--- config.mk ---
export PLATFORM = sky130hd
export DESIGN_NAME = stopwatch_bcd_counter
export DESIGN_NICKNAME = d
export VERILOG_FILES = /design/src/rtl/stopwatch_pkg.sv /design/src/rtl/stopwatch_bcd_counter_digit_cnt.sv /design/src/rtl/stopwatch_bcd_counter.sv
export SDC_FILE = /design/constraint.sdc
export NUM_CORES = 1
export LEC_CHECK = 0
export ABC_AREA = 1
export CORE_MARGIN = 5
export CORE_UTILIZATION = 55
export DETAILED_ROUTE_END_ITERATION = 8
export HOLD_SLACK_MARGIN = 0.12
export PLACE_DENSITY = 0.82
export SLEW_MARGIN = 15
export SYNTH_ARGS = -nofsm -noshare
export SYNTH_HDL_FRONTEND = slang
export SYNTH_SLANG_ARGS = --single-unit
--- constraint.sdc ---
create_clock -name CLK -period 2.15 [get_ports CLK]
set_input_delay 0.5375 -clock CLK [delete_from_list [all_inputs] [get_ports CLK]]
set_output_delay 0.5375 -clock CLK [all_outputs]
set_load 0.005 [all_outputs]
--- src/rtl/stopwatch_pkg.sv ---
// Shared types and constants for the MM:SS.hh BCD stopwatch.
package stopwatch_pkg;
  typedef logic [3:0] bcd_t;

  typedef enum logic [1:0] {
    IDLE  = 2'd0,
    RUN   = 2'd1,
    PAUSE = 2'd2
  } state_e;

  localparam bcd_t HUND_MAX     = 4'd9;
  localparam bcd_t SEC_TENS_MAX = 4'd5;
  localparam bcd_t DEC_MAX      = 4'd9;
  localparam int   NUM_DIGITS   = 6;
endpackage

--- src/rtl/stopwatch_bcd_counter_digit_cnt.sv ---
// One BCD digit that wraps at MAX; carry is combinational so a full ripple
// through all digits settles within a single clock.
module bcd_digit_cnt
  import stopwatch_pkg::*;
#(
  parameter bcd_t MAX = DEC_MAX
) (
  input  logic CLK,
  input  logic RESET,
  input  logic clr,
  input  logic inc,
  output bcd_t digit,
  output logic carry
);
  bcd_t digit_q, digit_d;

  always_comb begin
    digit_d = digit_q;
    if (clr)      digit_d = '0;
    else if (inc) digit_d = (digit_q == MAX) ? '0 : digit_q + 4'd1;
  end

  always_ff @(posedge CLK or negedge RESET)
    if (!RESET) digit_q <= '0;
    else        digit_q <= digit_d;

  assign digit = digit_q;
  assign carry = inc & (digit_q == MAX);
endmodule

--- src/rtl/stopwatch_bcd_counter.sv ---
// Stopwatch run/pause/clear FSM plus six-digit BCD chain (MM:SS.hh).
// Optional lap display freeze is compiled in with STOPWATCH_LAP_EN.
module stopwatch_bcd_counter
  import stopwatch_pkg::*;
#(
  parameter int MIN_TENS_MAX    = 5,
  parameter int LAP_HOLD_CYCLES = 0
) (
  input  logic CLK,
  input  logic RESET,
  input  logic hundredth_of_second_passed,
  input  logic start_stop,
  input  logic clear,
`ifdef STOPWATCH_LAP_EN
  input  logic lap,
  output logic lap_active,
`endif
  output logic device_running,
  output bcd_t hund_ones,
  output bcd_t hund_tens,
  output bcd_t sec_ones,
  output bcd_t sec_tens,
  output bcd_t min_ones,
  output bcd_t min_tens,
  output logic overflow
);
  if (LAP_HOLD_CYCLES != 0) begin : g_lap_hold_reserved
    $error("LAP_HOLD_CYCLES is reserved and must be 0");
  end

  state_e state_q, state_d;
  logic   overflow_q, overflow_d;
  logic   run_tick, clr_cnt;
  bcd_t [NUM_DIGITS-1:0] live, disp;

  always_comb begin
    state_d = state_q;
    unique case (state_q)
      IDLE:    if (start_stop && !clear) state_d = RUN;
      RUN:     if (start_stop) state_d = PAUSE;
      PAUSE:   if (clear) state_d = IDLE;
               else if (start_stop) state_d = RUN;
      default: state_d = IDLE;
    endcase
  end

  // Counting keys off the registered state, so a tick coinciding with
  // RUN->PAUSE still counts and one coinciding with PAUSE->RUN does not.
  assign run_tick = (state_q == RUN) && hundredth_of_second_passed;
  assign clr_cnt  = clear && (state_q != RUN);

  for (genvar g = 0; g < NUM_DIGITS; g++) begin : g_dig
    localparam bcd_t DMAX = (g == 5) ? bcd_t'(MIN_TENS_MAX) :
                            (g == 3) ? SEC_TENS_MAX :
                            (g < 2)  ? HUND_MAX : DEC_MAX;
    logic inc, carry;
    if (g == 0) begin : g_first
      assign inc = run_tick;
    end else begin : g_next
      assign inc = g_dig[g-1].carry;
    end
    bcd_digit_cnt #(.MAX(DMAX)) u_digit (
      .CLK   (CLK),
      .RESET (RESET),
      .clr   (clr_cnt),
      .inc   (inc),
      .digit (live[g]),
      .carry (carry)
    );
  end

  assign overflow_d = g_dig[NUM_DIGITS-1].carry;

  always_ff @(posedge CLK or negedge RESET)
    if (!RESET) begin
      state_q    <= IDLE;
      overflow_q <= 1'b0;
    end else begin
      state_q    <= state_d;
      overflow_q <= overflow_d;
    end

`ifdef STOPWATCH_LAP_EN
  logic frozen_q, frozen_d;
  bcd_t [NUM_DIGITS-1:0] snap_q, snap_d;

  always_comb begin
    frozen_d = frozen_q;
    snap_d   = snap_q;
    if (state_q == RUN && lap) begin
      frozen_d = !frozen_q;
      if (!frozen_q) snap_d = live;
    end
    if ((state_q == RUN && start_stop) || clear) frozen_d = 1'b0;
  end

  always_ff @(posedge CLK or negedge RESET)
    if (!RESET) begin
      frozen_q <= 1'b0;
      snap_q   <= '0;
    end else begin
      frozen_q <= frozen_d;
      snap_q   <= snap_d;
    end

  assign disp       = frozen_q ? snap_q : live;
  assign lap_active = frozen_q;
`else
  assign disp = live;
`endif

  assign device_running = (state_q == RUN);
  assign overflow       = overflow_q;
  assign hund_ones      = disp[0];
  assign hund_tens      = disp[1];
  assign sec_ones       = disp[2];
  assign sec_tens       = disp[3];
  assign min_ones       = disp[4];
  assign min_tens       = disp[5];
endmodule

---- Word-level counts from Yosys, hierarchy flattened ----
Cells that the tools add are included.
word-level totals
  latch bits .............................. 0
  output and inout bits ................... 26
  memories kept ........................... 0
  bits in registers ....................... 27
  RAM bits ................................ 0
  bits in read-only memories .............. 0
  bits of input ports ..................... 5
operators by class
  $lt $le $gt $ge ......................... 0
  shifts and indexed selects .............. 0
  reduce and logical (&&, ||, !) cells .... 12
  bitwise gates (word level) .............. 6
  muxes and demuxes ....................... 23
  multipliers ............................. 0
  $add $sub $neg .......................... 6
  divide/modulo/power cells ............... 0
  equal/unequal tests ..................... 12
operators with widths
  kind                                                   number
  2-to-1 mux 4 bit                                       18
  adder 4 x 1 -> 4 bit, second input constant            6
  equality test 4 bit, second input constant             4
  nonzero test 2 bit                                     6
  equality test 4 x 3 -> 1 bit, second input constant    2
  2-to-1 mux 2 bit                                       4
  bitwise AND 1 bit                                      6
  case mux 2 bit (3 select lines)                        1
  inequality test 2 bit, second input constant           2
  logical AND 1 bit                                      3
  inequality test 3 bit, second input constant           1
  AND reduction 3 bit                                    1
  equality test 2 x 1 -> 1 bit, second input constant    1
  equality test 2 bit, second input constant             1
  logical NOT 2 bit                                      1
  inequality test 2 x 1 -> 1 bit, second input constant  1
  logical NOT 1 bit                                      1

---- Logic depth before layout (Yosys ltp) ----
Gate-level depths: netlist (run 1).
  depth in word-level cells ............... 9
  gate-level depth with buffers ........... 9
  mapped depth without buffers ............ 9

---- By module ----
From an unflattened synthesis (run 1), not the netlist that was laid out.
second synthesis, totals
  cell total of the unflattened synthesis .. 258
  area, all modules ....................... 1727.9 um2
by module, submodules not included
  module                                area each (um2)  sequential area each (um2)  instances  cells an instance
  bcd_digit_cnt (g_dig[0].u_digit ...)  265.3            100.1                       4          40
  bcd_digit_cnt (g_dig[3].u_digit ...)  262.8            100.1                       2          40
  stopwatch_bcd_counter                 141.4            75.1                        1          18

---- Least setup slack after synthesis (run 1) ----
OpenSTA, ideal clock, no wires.
  kind .................................... flip-flop to flip-flop
  start point ............................. register g_dig[0].u_digit.digit_q[1]
  end point ............................... register g_dig[5].u_digit.digit_q[0]
  data required time ...................... 2033 ps
  clock period less this slack ............ 1420 ps
  library setup time ...................... 117 ps
  cell stages (with the launch flop) ...... 10
  setup slack ............................. 730 ps
  path buffers ............................ 0
  data arrival time ....................... 1304 ps
  cells stage by stage .................... dfrtp_1 -> inv_1 -> ha_1 -> nand2_1 -> nor2_2 -> nand3_4 -> nand2_4 -> nand4_2 -> nand2_1 -> nand2_1
on the way
  longest elaborated chain between the ends .. 7
ends and longest elaborated chain
  element                              line                                   text
  from (decl)                          stopwatch_bcd_counter_digit_cnt.sv:15  bcd_t digit_q, digit_d;
  from (signal assigned)               stopwatch_bcd_counter_digit_cnt.sv:25  else digit_q <= digit_d;
  equality test 4 bit                  stopwatch_bcd_counter_digit_cnt.sv:28  assign carry = inc & (digit_q == MAX);
  bitwise AND 1 bit (5 in series)      stopwatch_bcd_counter_digit_cnt.sv:28
  nonzero test 2 bit (no source line)  -
  to (signal assigned)                 stopwatch_bcd_counter_digit_cnt.sv:25
  to (decl)                            stopwatch_bcd_counter_digit_cnt.sv:15
Every way passes these cells.
A chain may end at the register's enable or synchronous reset.

---- Final worst setup path (run 1) ----
  start point ............................. register state_q[1]
  end point ............................... output device_running
on the way
  longest elaborated chain between the ends .. 1
ends and longest elaborated chain
  element                       line                          text
  from (decl)                   stopwatch_bcd_counter.sv:31   state_e state_q, state_d;
  from (signal assigned)        stopwatch_bcd_counter.sv:79   state_q <= state_d;
  equality test 2 x 1 -> 1 bit  stopwatch_bcd_counter.sv:112  assign device_running = (state_q == RUN);
  to (decl)                     stopwatch_bcd_counter.sv:18   output logic device_running,
Every way passes these cells.

==> results of run 1 <==
## kinds of logic after synthesis
logic type,synth area share
AO/OA/AOI/OAI,0.0851
XOR/XNOR,0.0322
flip-flops,0.414
AND/OR/NAND/NOR,0.317
buffers and inverters,0.0598
adder cells (fa/ha/maj),0.0920
## final cells by class
| cell class | count | area [um^2] |
|---|---|---|
| tap | 31 | 38.8 |
| multi-input combinational | 140 | 860 |
| timing repair buffer | 31 | 308 |
| sequential | 27 | 676 |
| clock buffer | 4 | 26.3 |
| fill | 218 | 811 |
| inverter | 23 | 86.3 |
## placed cells by master, fill, tap and decap left out, types with 6 or more instances in the layout
| cell type | synthesis | final |
|---|---|---|
| a21oi_1 | 10 | 10 |
| clkdlybuf4s50_1 | 0 | 30 |
| dfrtp_1 | 27 | 27 |
| ha_1 | 12 | 12 |
| inv_1 | 20 | 20 |
| nand2_1 | 30 | 30 |
| nand3_1 | 20 | 20 |
| nor2_1 | 18 | 18 |
| o21ai_0 | 7 | 7 |
| o21ai_1 | 6 | 6 |
## through the flow
stage | power [mW] | cell area, um^2
finish | 1.60 | 1990
global route | 1.73 | 1990
CTS | 1.61 | 1990
detailed placement | 1.39 | 1970
global placement | 1.35 | 1970
floorplan | 1.07 | 1630
## flip-flops by register name, indices dropped and copies added, names as in the netlist
signal / cells
g_dig.u_digit.digit: 24
state_q: 2
overflow: 1
## metal layers
| layer | routed length (um) | vias up | part of all wire |
|---|---|---|---|
| met5 | 0 | - | 0 |
| met4 | 40 | 0 | 0.011 |
| met3 | 143 | 5 | 0.040 |
| met2 | 1850 | 47 | 0.51 |
| met1 | 1580 | 675 | 0.44 |
| li1 | - | 705 | - |
## worst max-delay path, stage by stage, from the launching register on
cell and delay, ps:
dfrtp_1 400, inv_2 80, nand2_2 90, inv_1 80
clkdlybuf4s50_1 500
## power breakdown
group          total, mW  internal (mW)  switching, mW
clock network      0.223         0.0728          0.151
logic              0.636          0.331          0.305
registers          0.742          0.605          0.137
total               1.60           1.01          0.593
## worst min-delay path by stage
stage | startpoint | end | slack [ps] | cells past startpoint
6_report | RESET | g_dig[3].u_digit.digit[0]$_DFFE_PN0P_ | 560 | 2
5_1_grt | RESET | g_dig[3].u_digit.digit[0]$_DFFE_PN0P_ | 590 | 2
4_1_cts | state_q[1]$_DFFE_PN0P_ | state_q[1]$_DFFE_PN0P_ | 570 | 2
3_5_place_dp | g_dig[5].u_digit.digit[3]$_DFFE_PN0P_ | g_dig[5].u_digit.digit[3]$_DFFE_PN0P_ | 540 | 2
3_3_place_gp | g_dig[5].u_digit.digit[3]$_DFFE_PN0P_ | g_dig[5].u_digit.digit[3]$_DFFE_PN0P_ | 530 | 2
2_1_floorplan | RESET | g_dig[0].u_digit.digit[0]$_DFFE_PN0P_ | 240 | 0
==> flow_summary_export.csv, run 1 <==
group,metric,value,unit
logic_synthesis,async_flop_share,1.00,
critical_path,endpoint,"device_running",
critical_path,startpoint,"state_q[1]$_DFFE_PN0P_",
global_routing,groute.layer.met3.usage,0.0242,
logic_synthesis,netlist_area,1630,um^2
logic_synthesis,yosysUniqueCellTypes,28,
finish,final_cell_count_no_fill,256,
logic_synthesis,ys_warn_count,0,
logic_synthesis,ys_ff_latch,27,
critical_path,criticalPathCategory,"register to output port",
critical_path,endpoint_kind,"output port",
timing,hold_viol_final,0,
clock_tree,insertion_delay,330,ps
route,dr.pass1.iters,4,
power,vdd_ir_drop_max,0.675,mV
critical_path,reg2reg_slack,520,ps
power,p_leak,0.947,nW
global_routing,antenna_found_initial,0,
logic_synthesis,synth_edf_count,0,
global_routing,track_usage,0.190,
critical_path,crit_arrival,1470,ps
route,drc,0,
placed_design,gp_routability_congestion,0.925,
power,pwr_density_cell,803,nW/um^2
floorplanning,pin_count,31,
floorplanning,chipWidth,64.5,um
clock_tree,postCtsResizedCells,0,
finish,syn_to_final_growth,22.1,%
finish,final_layout_size_suffix_gt1_frac,0.111,
global_routing,top_usage_layer,"met2",
logic_synthesis,yosysTopAreaCell,"dfrtp_1",
critical_path,reg2reg_to,"g_dig[5].u_digit.digit[1]$_DFFE_PN0P_",
global_routing,grtUsageMet2,0.325,
timing,fin_crit_sh,0.934,
hold_path,worstHoldPathType,"input pin to async pin",
clock_tree,clk_pin_slew_worst_paths,150,ps
global_routing,grt_overflow,0,
route,vias,1432,
route,postRouteAntennaNets,0,
clock_tree,h-tree-depth,1,
route,routed_via_density,5.59,
logic_synthesis,syn_inst,191,
timing,max_slew_margin,0.773,
timing,rsz0062_at_grt,"no",
logic_synthesis,synthTopCellsByCount,"30 x nand2_1, 27 x dfrtp_1, 20 x inv_1, 20 x nand3_1, 18 x nor2_1",
critical_path,cp.required,1610,ps
logic_synthesis,yosysMostFrequentCell,"nand2_1",
critical_path,critPathMaxFanout,4,
timing,final-max-slew-violation-count,0,
timing,fmax,498,MHz
floorplanning,die_y,64.5,um
logic_synthesis,avgSynthCellArea,8.55,um^2
timing,fin_setup_tns,0,ps
critical_path,cp-start-kind,"register",
logic_synthesis,synth.area.top_cells,"dfrtp_1 41%, ha_1 9.2%, nand2_1 6.9%",
floorplanning,initial_utilization,0.582,
timing,period_needed,2010,ps
logic_synthesis,syn_nets,208,
clock_tree,cts_root_buf,"clkbuf_4",
outcome,status,"complete, no violations",
route,wl_per_cell,14.1,um
route,drt-total-wl,3.61,mm
clock_tree,cts_tree,"yes",
timing,worstMarginPinSlew,340,ps
logic_synthesis,synth_top_area_frac,0.414,
global_routing,use_met1,0.252,
clock_tree,cts_buffers,3,
logic_synthesis,ys.flop_type,"dfrtp_1",
global_routing,grt_pass1_wl,6.38,mm
finish,layout.nets,243,
global_routing,grt_start_max_net_pins,28,
flow_run,max-cap-violations,0,
finish,finalCoreUtilization,0.711,
critical_path,rr_startpoint,"g_dig[0].u_digit.digit[1]$_DFFE_PN0P_",
timing,holdWs,560,ps
floorplanning,dieArea,4160,um^2
floorplanning,rows,19,
timing,finalWorstSetupSlack,141,ps
floorplanning,coreArea,2810,um^2
timing,setup_viol,0,
route,drtIter0Drc,100,
placed_design,hpwl,2.75,mm
placed_design,dp_cells,252,
placed_design,post-place-ws,261,ps
placed_design,io_buffer_count,30,
clock_tree,postCtsHoldBufs,0,
critical_path,r2r_cells,9,
logic_synthesis,ys_seq_area_frac,0.414,
clock_tree,cts.sinks,27,
timing,skew,5.67,ps
clock_tree,ctsLongestPathBuffers,2,
global_routing,grt_pass1_vias,1368,
clock_tree,cts_setup_buffers,0,
finish,diodes,0,
Power figures use the tool's default switching activity.
==> run 2, diff against run 1 <==
--- a/config.mk
+++ b/config.mk
@@ -9,7 +9,6 @@
 export CORE_MARGIN = 5
 export CORE_UTILIZATION = 55
 export DETAILED_ROUTE_END_ITERATION = 8
-export HOLD_SLACK_MARGIN = 0.12
 export PLACE_DENSITY = 0.82
 export SLEW_MARGIN = 15
 export SYNTH_ARGS = -nofsm -noshare
==> results of run 2 <==
Final layout, timing and power as in run 1 (identical DEF).
==> RTL edit (flow settings as in run 2) <==
The output `overflow` loses its register stage (`overflow_q` becomes a continuous assignment).
--- a/src/rtl/stopwatch_bcd_counter.sv
+++ b/src/rtl/stopwatch_bcd_counter.sv
@@ -74,11 +74,11 @@
   always_ff @(posedge CLK or negedge RESET)
     if (!RESET) begin
       state_q    <= IDLE;
-      overflow_q <= 1'b0;
     end else begin
       state_q    <= state_d;
-      overflow_q <= overflow_d;
     end
+
+  assign overflow_q = overflow_d;
 
 `ifdef STOPWATCH_LAP_EN
   logic frozen_q, frozen_d;
Behaviour: same outputs for any inputs over 10 cycles, from zero or initial values and one cycle with RESET low; that may be too few to reach the edited logic, so the function may still have changed.
==> RTL edit against run 2 <==
- largest power group is now combinational cells
- wire length rose by 12%
- die area fell by 1.6%
- setup slack got worse by 0.096 ns
- via count rose by 5.2%
- sequential cell count fell by 1
- power rose by 14%
- combinational power rose by 22%
- clock power rose by 54%
- synthesized area fell by 1.8%
- synthesized cell count fell by 1.0%
- sequential power fell by 4.6%
- sequential share of layout area fell by 4.2 points
- design area rose by 10%
- critical path type unchanged
==> RTL edit: results (changes against run 2) <==
synth top area cells: dfrtp_1, ha_1, nand2_1
Worst EP arrival: 1.57 ns (+0.10 ns)
WHS: 0.559 ns (-0.000541 ns)
RD Place Congestion: 0.794 (-14%)
part of the Yosys area used for sequential elements: 0.406 (-0.00786)
wire length after detailed routing: 4060 um (+12%)
HPWL after DPL: 3050 um (+11%)
GRT Util Overall: 0.213 (+0.0233)
Cells after DPL: 268 (+6.3%)
buffer count from post-CTS setup fixing: 1 (+1)
leak pwr: 1.08 nW (+14%)
DR iter-0 viols: 97 (-3.0%)
Switching Share: 0.351 (-0.0195)
worst-path fanout max: 2 (-2)
NumNets Final: 260 (+7.0%)
largest net degree at the start of global routing: 27 (-3.6%)
r2r worst-path depth: 10 (+1)
global-route wire length before repair: 7020 um (+10%)
final clock skew: 0.0119 ns (+0.00624 ns)
R2R setup slack: 0.49 ns (-0.03 ns)
Critical R2R Launch: g_dig[1].u_digit.digit[1]
net count after synthesis: 206 (-0.96%)
CTS resizes: 13 (+13)
status: completed
via count: 1507 (+5.2%)
R2R Path End: g_dig[2].u_digit.digit[2]
# fillers: 201 (-7.8%)
VDD IR-drop max: 0.777 mV (+15%)
Gate Count Post-Synth: 189 (-1.0%)
clock sinks: 26 (-3.7%)
share of layout cells above drive strength 1: 0.215 (+0.104)
## RTL edit: cell types whose count changed after synthesis, moves of 2 or more
| cell | change |
|---|---|
| nor3_1 | -3 |
| inv_1 | +5 |
| nand4_1 | +2 |
| nor2_1 | -2 |
| nand2_2 | -2 |
| a31oi_1 | +2 |
| inv_2 | -2 |
## RTL edit: routing by layer
| layer | routed length, um | GRT usage | up-vias |
|---|---|---|---|
| met5 | 0 | 0 | - |
| met4 | 42 | 0.0519 | 0 |
| met3 | 173 | 0.0333 | 6 |
| met2 | 2120 | 0.379 | 49 |
| met1 | 1720 | 0.269 | 715 |
| li1 | - | - | 737 |
## RTL edit: power by group through the flow
stage	registers, mW	logic [mW]	clock network, mW
after floorplan	0.723	0.345	0
after global placement	0.701	0.708	0
after detailed placement	0.710	0.749	0
after CTS	0.705	0.775	0.350
after global routing	0.726	0.864	0.373
final	0.708	0.777	0.343
## RTL edit: area by class of cell
type,count,area (um2),share of cell area
clock buffer,3,22.5,0.0103
multi-input combinational,136,907,0.414
tap,31,38.8,0.0177
timing repair buffer,50,447,0.204
inverter,26,97.6,0.0445
sequential,26,651,0.297
clock inverter,1,30.0,0.0137
## RTL edit: how the worst max path moves through the flow
| stage | startpoint | to | slack [ns] | cells after the start |
|---|---|---|---|---|
| 3_3_place_gp | hundredth_of_second_passed | overflow | -0.53 | 6 |
| 5_1_grt | g_dig[1].u_digit.digit[1] | overflow | -0.06 | 7 |
| 4_1_cts | g_dig[1].u_digit.digit[1] | overflow | -0.05 | 7 |
| 6_report | g_dig[0].u_digit.digit[1] | overflow | 0.05 | 7 |
| 2_1_floorplan | g_dig[0].u_digit.digit[1] | overflow | 0.37 | 6 |
| 3_5_place_dp | hundredth_of_second_passed | overflow | -0.60 | 6 |
## RTL edit: cell families (layout without fill, tap and decap cells)
group                    after synthesis  after routing  share of synthesized area
AO/OA/AOI/OAI                         29             29                     0.0968
XOR/XNOR                               6              6                     0.0328
buffers and inverters                 27             80                     0.0679
AND/OR/NAND/NOR                       89             89                      0.303
adder cells (fa/ha/maj)               12             12                     0.0937
flip-flops                            26             26                      0.406
## RTL edit: through the flow
step                utilization  worst slack, ns  TNS [ns]  instance area (um2)
floorplan                     -            0.370         0                 1600
global placement          0.745           -0.527    -0.527                 2070
detailed placement        0.745           -0.604    -0.604                 2070
CTS                       0.778          -0.0491   -0.0491                 2160
global route              0.789          -0.0602   -0.0602                 2190
finish                    0.789           0.0452         0                 2190
## RTL edit: worst max-delay path, cell delays in order, from the launching register on
cell,delay [ns]
dfrtp_1,0.42
inv_2,0.08
ha_4,0.14
nand3_4,0.09
nor2_4,0.12
nand4_4,0.12
nor3_4,0.13
buf_2,0.14
